File: config.mk
export PLATFORM = sky130hd
export DESIGN_NAME = activation_row_writer
export DESIGN_NICKNAME = d
export VERILOG_FILES = /design/src/rtl/activation_row_writer.sv
export SDC_FILE = /design/constraint.sdc
export NUM_CORES = 1
export LEC_CHECK = 0
export CORE_ASPECT_RATIO = 1.1
export CORE_MARGIN = 2
export CORE_UTILIZATION = 41
export DETAILED_ROUTE_END_ITERATION = 10
export PLACE_DENSITY_LB_ADDON = 0.3
export SYNTH_ARGS = -nofsm -noshare
export SYNTH_HDL_FRONTEND = slang
export SYNTH_SLANG_ARGS = --single-unit
File: constraint.sdc
create_clock -name clk -period 1.69 [get_ports clk]
set_input_delay 0.338 -clock clk [delete_from_list [all_inputs] [get_ports clk]]
set_output_delay 0.338 -clock clk [all_outputs]
set_load 0.02 [all_outputs]
File: src/rtl/activation_row_writer.sv
// activation_row_writer
// Takes a raster stream of signed conv accumulators, applies an arithmetic shift
// followed by ReLU or saturation, and writes each row into one bank of the banked
// feature RAM read by the max-pool stage. Row y goes to bank (y mod NUM_RAM_SPLITS)
// at address x. A per-bank credit count stops a row that the pooler has not yet
// released from being overwritten.
module activation_row_writer #(
  parameter int INPUT_X        = 128,
  parameter int INPUT_Y        = 128,
  parameter int ACC_WIDTH      = 32,
  parameter int BIT_WIDTH      = 16,
  parameter int SHIFT          = 8,
  parameter int RELU           = 1,
  parameter int NUM_RAM_SPLITS = 2
) (
  input  logic                       clk,
  input  logic                       rst,
  input  logic                       start,
  input  logic                       in_valid,
  output logic                       in_ready,
  input  logic [ACC_WIDTH-1:0]       in_data,
  input  logic                       row_release,
  output logic [BIT_WIDTH-1:0]       data_wr,
  output logic [$clog2(INPUT_X)-1:0] addr_wr,
  output logic [NUM_RAM_SPLITS-1:0]  wren,
  output logic                       row_done,
  output logic [((NUM_RAM_SPLITS > 1) ? $clog2(NUM_RAM_SPLITS) : 1)-1:0] row_bank,
  output logic                       done
);

  localparam int XW = $clog2(INPUT_X);
  localparam int YW = (INPUT_Y > 1) ? $clog2(INPUT_Y) : 1;
  localparam int BW = (NUM_RAM_SPLITS > 1) ? $clog2(NUM_RAM_SPLITS) : 1;
  localparam int CW = $clog2(NUM_RAM_SPLITS + 1);

  localparam logic [XW-1:0] X_LAST    = XW'(INPUT_X - 1);
  localparam logic [YW-1:0] Y_LAST    = YW'(INPUT_Y - 1);
  localparam logic [BW-1:0] BANK_LAST = BW'(NUM_RAM_SPLITS - 1);
  localparam logic [CW-1:0] CRED_MAX  = CW'(NUM_RAM_SPLITS);

  // Largest / smallest representable output value, sign-extended to the input width
  localparam logic signed [ACC_WIDTH-1:0] OUT_MAX = ACC_WIDTH'((2 ** (BIT_WIDTH - 1)) - 1);
  localparam logic signed [ACC_WIDTH-1:0] OUT_MIN = ~OUT_MAX;

  typedef enum logic [1:0] {
    IDLE,
    RUN,
    DONE
  } state_t;

  state_t        state;
  logic [XW-1:0] x;
  logic [YW-1:0] y;
  logic [BW-1:0] bank;
  logic [CW-1:0] credits;

  logic accept;
  logic row_end;
  logic last_sample;
  logic start_frame;

  // Shift, then ReLU or saturate into the output word width
  function automatic logic [BIT_WIDTH-1:0] clamp(input logic signed [ACC_WIDTH-1:0] v);
    logic signed [ACC_WIDTH-1:0] s;
    s = v >>> SHIFT;
    if (s < 0) begin
      if (RELU != 0) begin
        clamp = '0;
      end else if (s < OUT_MIN) begin
        clamp = OUT_MIN[BIT_WIDTH-1:0];
      end else begin
        clamp = s[BIT_WIDTH-1:0];
      end
    end else if (s > OUT_MAX) begin
      clamp = OUT_MAX[BIT_WIDTH-1:0];
    end else begin
      clamp = s[BIT_WIDTH-1:0];
    end
  endfunction

  assign in_ready    = (state == RUN) && (credits != '0);
  assign accept      = in_valid && in_ready;
  assign row_end     = accept && (x == X_LAST);
  assign last_sample = row_end && (y == Y_LAST);
  assign start_frame = start && ((state == IDLE) || (state == DONE));

  // Frame FSM, raster counters, bank credits and the registered RAM write port
  always_ff @(posedge clk) begin
    if (rst) begin
      state    <= IDLE;
      x        <= '0;
      y        <= '0;
      bank     <= '0;
      credits  <= CRED_MAX;
      data_wr  <= '0;
      addr_wr  <= '0;
      wren     <= '0;
      row_done <= 1'b0;
      row_bank <= '0;
      done     <= 1'b0;
    end else begin
      wren     <= '0;
      row_done <= 1'b0;

      if (start_frame) begin
        credits <= CRED_MAX;
      end else if (row_end && !row_release) begin
        credits <= credits - CW'(1);
      end else if (!row_end && row_release && (credits != CRED_MAX)) begin
        credits <= credits + CW'(1);
      end

      case (state)
        IDLE, DONE: begin
          if (start) begin
            state <= RUN;
            x     <= '0;
            y     <= '0;
            bank  <= '0;
            done  <= 1'b0;
          end
        end
        RUN: begin
          if (accept) begin
            wren    <= NUM_RAM_SPLITS'(1) << bank;
            addr_wr <= x;
            data_wr <= clamp(in_data);
            if (row_end) begin
              x        <= '0;
              y        <= y + YW'(1);
              bank     <= (bank == BANK_LAST) ? '0 : bank + BW'(1);
              row_done <= 1'b1;
              row_bank <= bank;
              if (last_sample) begin
                state <= DONE;
                done  <= 1'b1;
              end
            end else begin
              x <= x + XW'(1);
            end
          end
        end
        default: state <= IDLE;
      endcase
    end
  end

endmodule

==> impl_metrics.tcl <==
set metrics [dict create \
    status "complete, but fails checks" \
    violations "negative setup slack" \
    grt_pass1_vias 1839 \
    area_growth_pct 51.05 \
    grt_max_degree 29 \
    gr-usage-met1_pct 21.26 \
    grt_pass1_wl_mm 8.017 \
    finalHoldViolations 0 \
    wirelength_mm 4.785 \
    postLayoutCoreUtil_pct 64.11 \
    cts.path.max_buffers 2 \
    antenna_found_initial 0 \
    final_nets 367 \
    ys_ff_latch 47 \
    drv_slew 0 \
    r2r-end "state[1]" \
    initial_core_util_pct 42.44 \
    seq_area_frac_synth_pct 47.99 \
    p_sw_share_pct 23.26 \
    cts.sinks 47 \
    slowest_delay_ns 0.55 \
    maxSlewHeadroom_pct 73.39 \
    internal-power_uw 1726 \
    endpoint_kind "flop" \
    crit_family "simple AND/OR/NAND/NOR gates" \
    reg2reg_slack_ns -0.04 \
    finalWorstSetupSlack_ns -0.04343 \
    finalPower_uw 2249 \
    ant_nets 0 \
    met2_usage_pct 29.90 \
    io_buffers 57 \
    layout.cells.most_common "clkdlybuf4s50_1" \
    synth_mux_area_share_pct 0 \
    die_y_um 76.53 \
    dieArea_mm2 0.005352 \
    rsz0062_at_grt "yes" \
    synth_top_family_by_area "simple AND/OR/NAND/NOR gates" \
    synth_nets 283 \
    yosys_warnings 0 \
    rr_startpoint "x[1]" \
    critPathArrivalTime_ns 1.95 \
    drcViolationCount 0 \
    p_leak_uw 0.001049 \
    synth_fa_ha_area_share_pct 1.276 \
    hp-class "reg2reg" \
    start_kind "flop" \
    critPathMaxFanout 4 \
    synthSimpleGateAreaFrac_pct 28.97 \
    layout-drive-gt1-share_pct 17.07 \
    grtUsageMet3_pct 8.598 \
    ctsHtreeMaxLevel 2 \
    fin_setup_tns_ns -0.04434 \
    cts_tree "yes" \
    r2r_cells 5 \
    tightest_slew_ns 0.3979 \
    pwr-share-comb_pct 13.6 \
    min-delay-start "data_wr[2]" \
    antenna_cells 0 \
    numCtsBuffers 5 \
    netlist_area_mm2 0.001961 \
    path_class "reg2reg" \
    vias 1962 \
    cts-root-buf "clkbuf_8" \
    timing.hold.ws_ns 0.4518 \
    post-place-ws_ns -0.1955 \
    clk_pin_slew_ns 0.08 \
    synth_cells 244 \
    drt_iter0_markers 62 \
    holdPathStages 2 \
    vias_per_cell 5.109 \
    hpwl_mm 3.482 \
    overflow 0 \
    max_freq_mhz 576.9 \
    final_cell_mix "56 x clkdlybuf4s50_1, 45 x dfxtp_1, 35 x nand2_1, 35 x a21oi_1, 32 x buf_4" \
    power.switching_uw 523.0 \
    core_mm2 0.004619 \
    synth_compound_area_share_pct 16.15 \
    ir_drop_mv 0.5764 \
    fp-row-count 26 \
    wl_per_cell_um 12.46 \
    top_usage_layer "met2" \
    clock_latency_ns 0.30 \
    drtPass1Iterations 4 \
    power_frac_seq_pct 50.8 \
    gp_congestion 0.8032 \
    worst-path-buf-inv 0 \
    drv_cap 0 \
    clockPowerShare_pct 35.5 \
    synth_xor_area_share_pct 1.787 \
    setup_viol 2 \
    finalClockSkew_ns 0.008288 \
    period_minus_slack_ns 1.733 \
    path_cells "ha_4 > nand3_4 > or2_4 > or4_4 > a221oi_2" \
    cp_slowest_cell "or4_4" \
    grtUsageTotal_pct 18.33 \
    fin_crit_sh_pct 102.6 \
    p_per_area_mw_per_mm2 759.3 \
    pin_count 66 \
    worst_ep_required_time_ns 1.91 \
    hold_end "data_wr[2]" \
    avgSynthCellArea_um2 8.035 \
    ys_types 32 \
    fp.dieW_um 69.94 \
]
[registers in the layout (all words and copies together) (netlist names)]
signal	count
data_wr	16
addr_wr	7
x	7
y	7
credits	2
state	2
wren	2
bank	1
done	1
row_bank	1
row_done	1
[tightest hold or removal path, cell delays in order (launching register included)]
cell and delay, ns:
dfxtp_1 0.31, nand2_1 0.05, a21oi_1 0.05
[power by group through the flow]
| stage | logic, uW | registers, uW | clock network, uW |
|---|---|---|---|
| 6_report | 306 | 1140 | 799 |
| 2_1_floorplan | 104 | 1190 | 0 |
| 3_5_place_dp | 298 | 1170 | 0 |
| 5_1_grt | 335 | 1150 | 847 |
| 3_3_place_gp | 297 | 1170 | 0 |
| 4_1_cts | 299 | 1140 | 813 |
[Yosys cell counts]
cell type / n / area [um2]
nor3b_1: 2 / 15.01
or2_1: 2 / 12.51
or4_1: 1 / 7.510
or4_4: 1 / 11.26
inv_1: 3 / 11.26
xor2_1: 1 / 8.760
o311a_1: 1 / 10.01
nor2_1: 29 / 108.9
ha_1: 2 / 25.02
o21ai_0: 11 / 55.05
a21boi_0: 1 / 7.510
and2b_1: 1 / 7.510
and2_1: 1 / 6.260
a21oi_1: 37 / 185.2
o211ai_1: 1 / 7.510
or3_1: 21 / 131.4
nor4_1: 2 / 12.51
a2111oi_0: 2 / 17.52
nand2_1: 35 / 131.4
nand2b_1: 3 / 18.77
nand3_1: 9 / 45.04
clkbuf_1: 10 / 37.54
buf_6: 1 / 11.26
nand3_2: 1 / 10.01
nor3_1: 5 / 25.02
a221oi_2: 1 / 15.01
xnor2_1: 3 / 26.28
nor2b_1: 2 / 12.51
a31oi_1: 3 / 18.77
and3_1: 2 / 12.51
buf_2: 3 / 15.01
dfxtp_1: 47 / 940.9
[area by class of cell]
cell class / instances / area, um2
inverters: 3 / 11.26
multi-input cells: 180 / 997.2
clock inverters: 1 / 30.03
clock buffers: 6 / 72.57
well taps: 56 / 70.07
fillers: 419 / 1658
repair buffers: 91 / 837.1
flip-flops and latches: 47 / 943.4
[repair_timing]
action                                 4_1_cts  5_1_grt
pin swaps                                    0        2
gates resized for setup                      3       15
endpoints found under the hold margin        0        0
hold buffers                                 0        0
buffers inserted                             1        1
setup endpoints to repair                    4       23
[stage by stage]
| step | area (um2) | instances |
|---|---|---|
| 4_1_cts | 2918 | 383 |
| 6_report | 2962 | 384 |
| 3_3_place_gp | 2805 | 375 |
| 2_1_floorplan | 1976 | 244 |
| 3_5_place_dp | 2805 | 375 |
| 5_1_grt | 2962 | 384 |
[worst max-delay path by stage]
stage               start  slack, ns  cells past startpoint       end
floorplan            x[1]      -0.05                      7  state[0]
global placement    start      -0.18                      7      y[5]
detailed placement  start      -0.20                      7      y[4]
CTS                  x[1]      -0.03                      5  state[1]
global route         x[1]      -0.09                      5  state[1]
finish               x[1]      -0.04                      5  state[1]
[metal layers]
metal	up-vias	wire (um)	share of wire (%)
met1	894	2056	43
met2	53	2199	46
met3	5	458	9.6
met5	-	0	0
li1	1010	-	-
met4	0	70	1.5
[cells by family after synthesis]
logic type               Yosys count
XOR/XNOR                           4
adder cells (fa/ha/maj)            2
AO/OA/AOI/OAI                     57
AND/OR/NAND/NOR                  117
flip-flops                        47
buffers and inverters             17
Note: power is estimated with default switching activity, not from simulation.
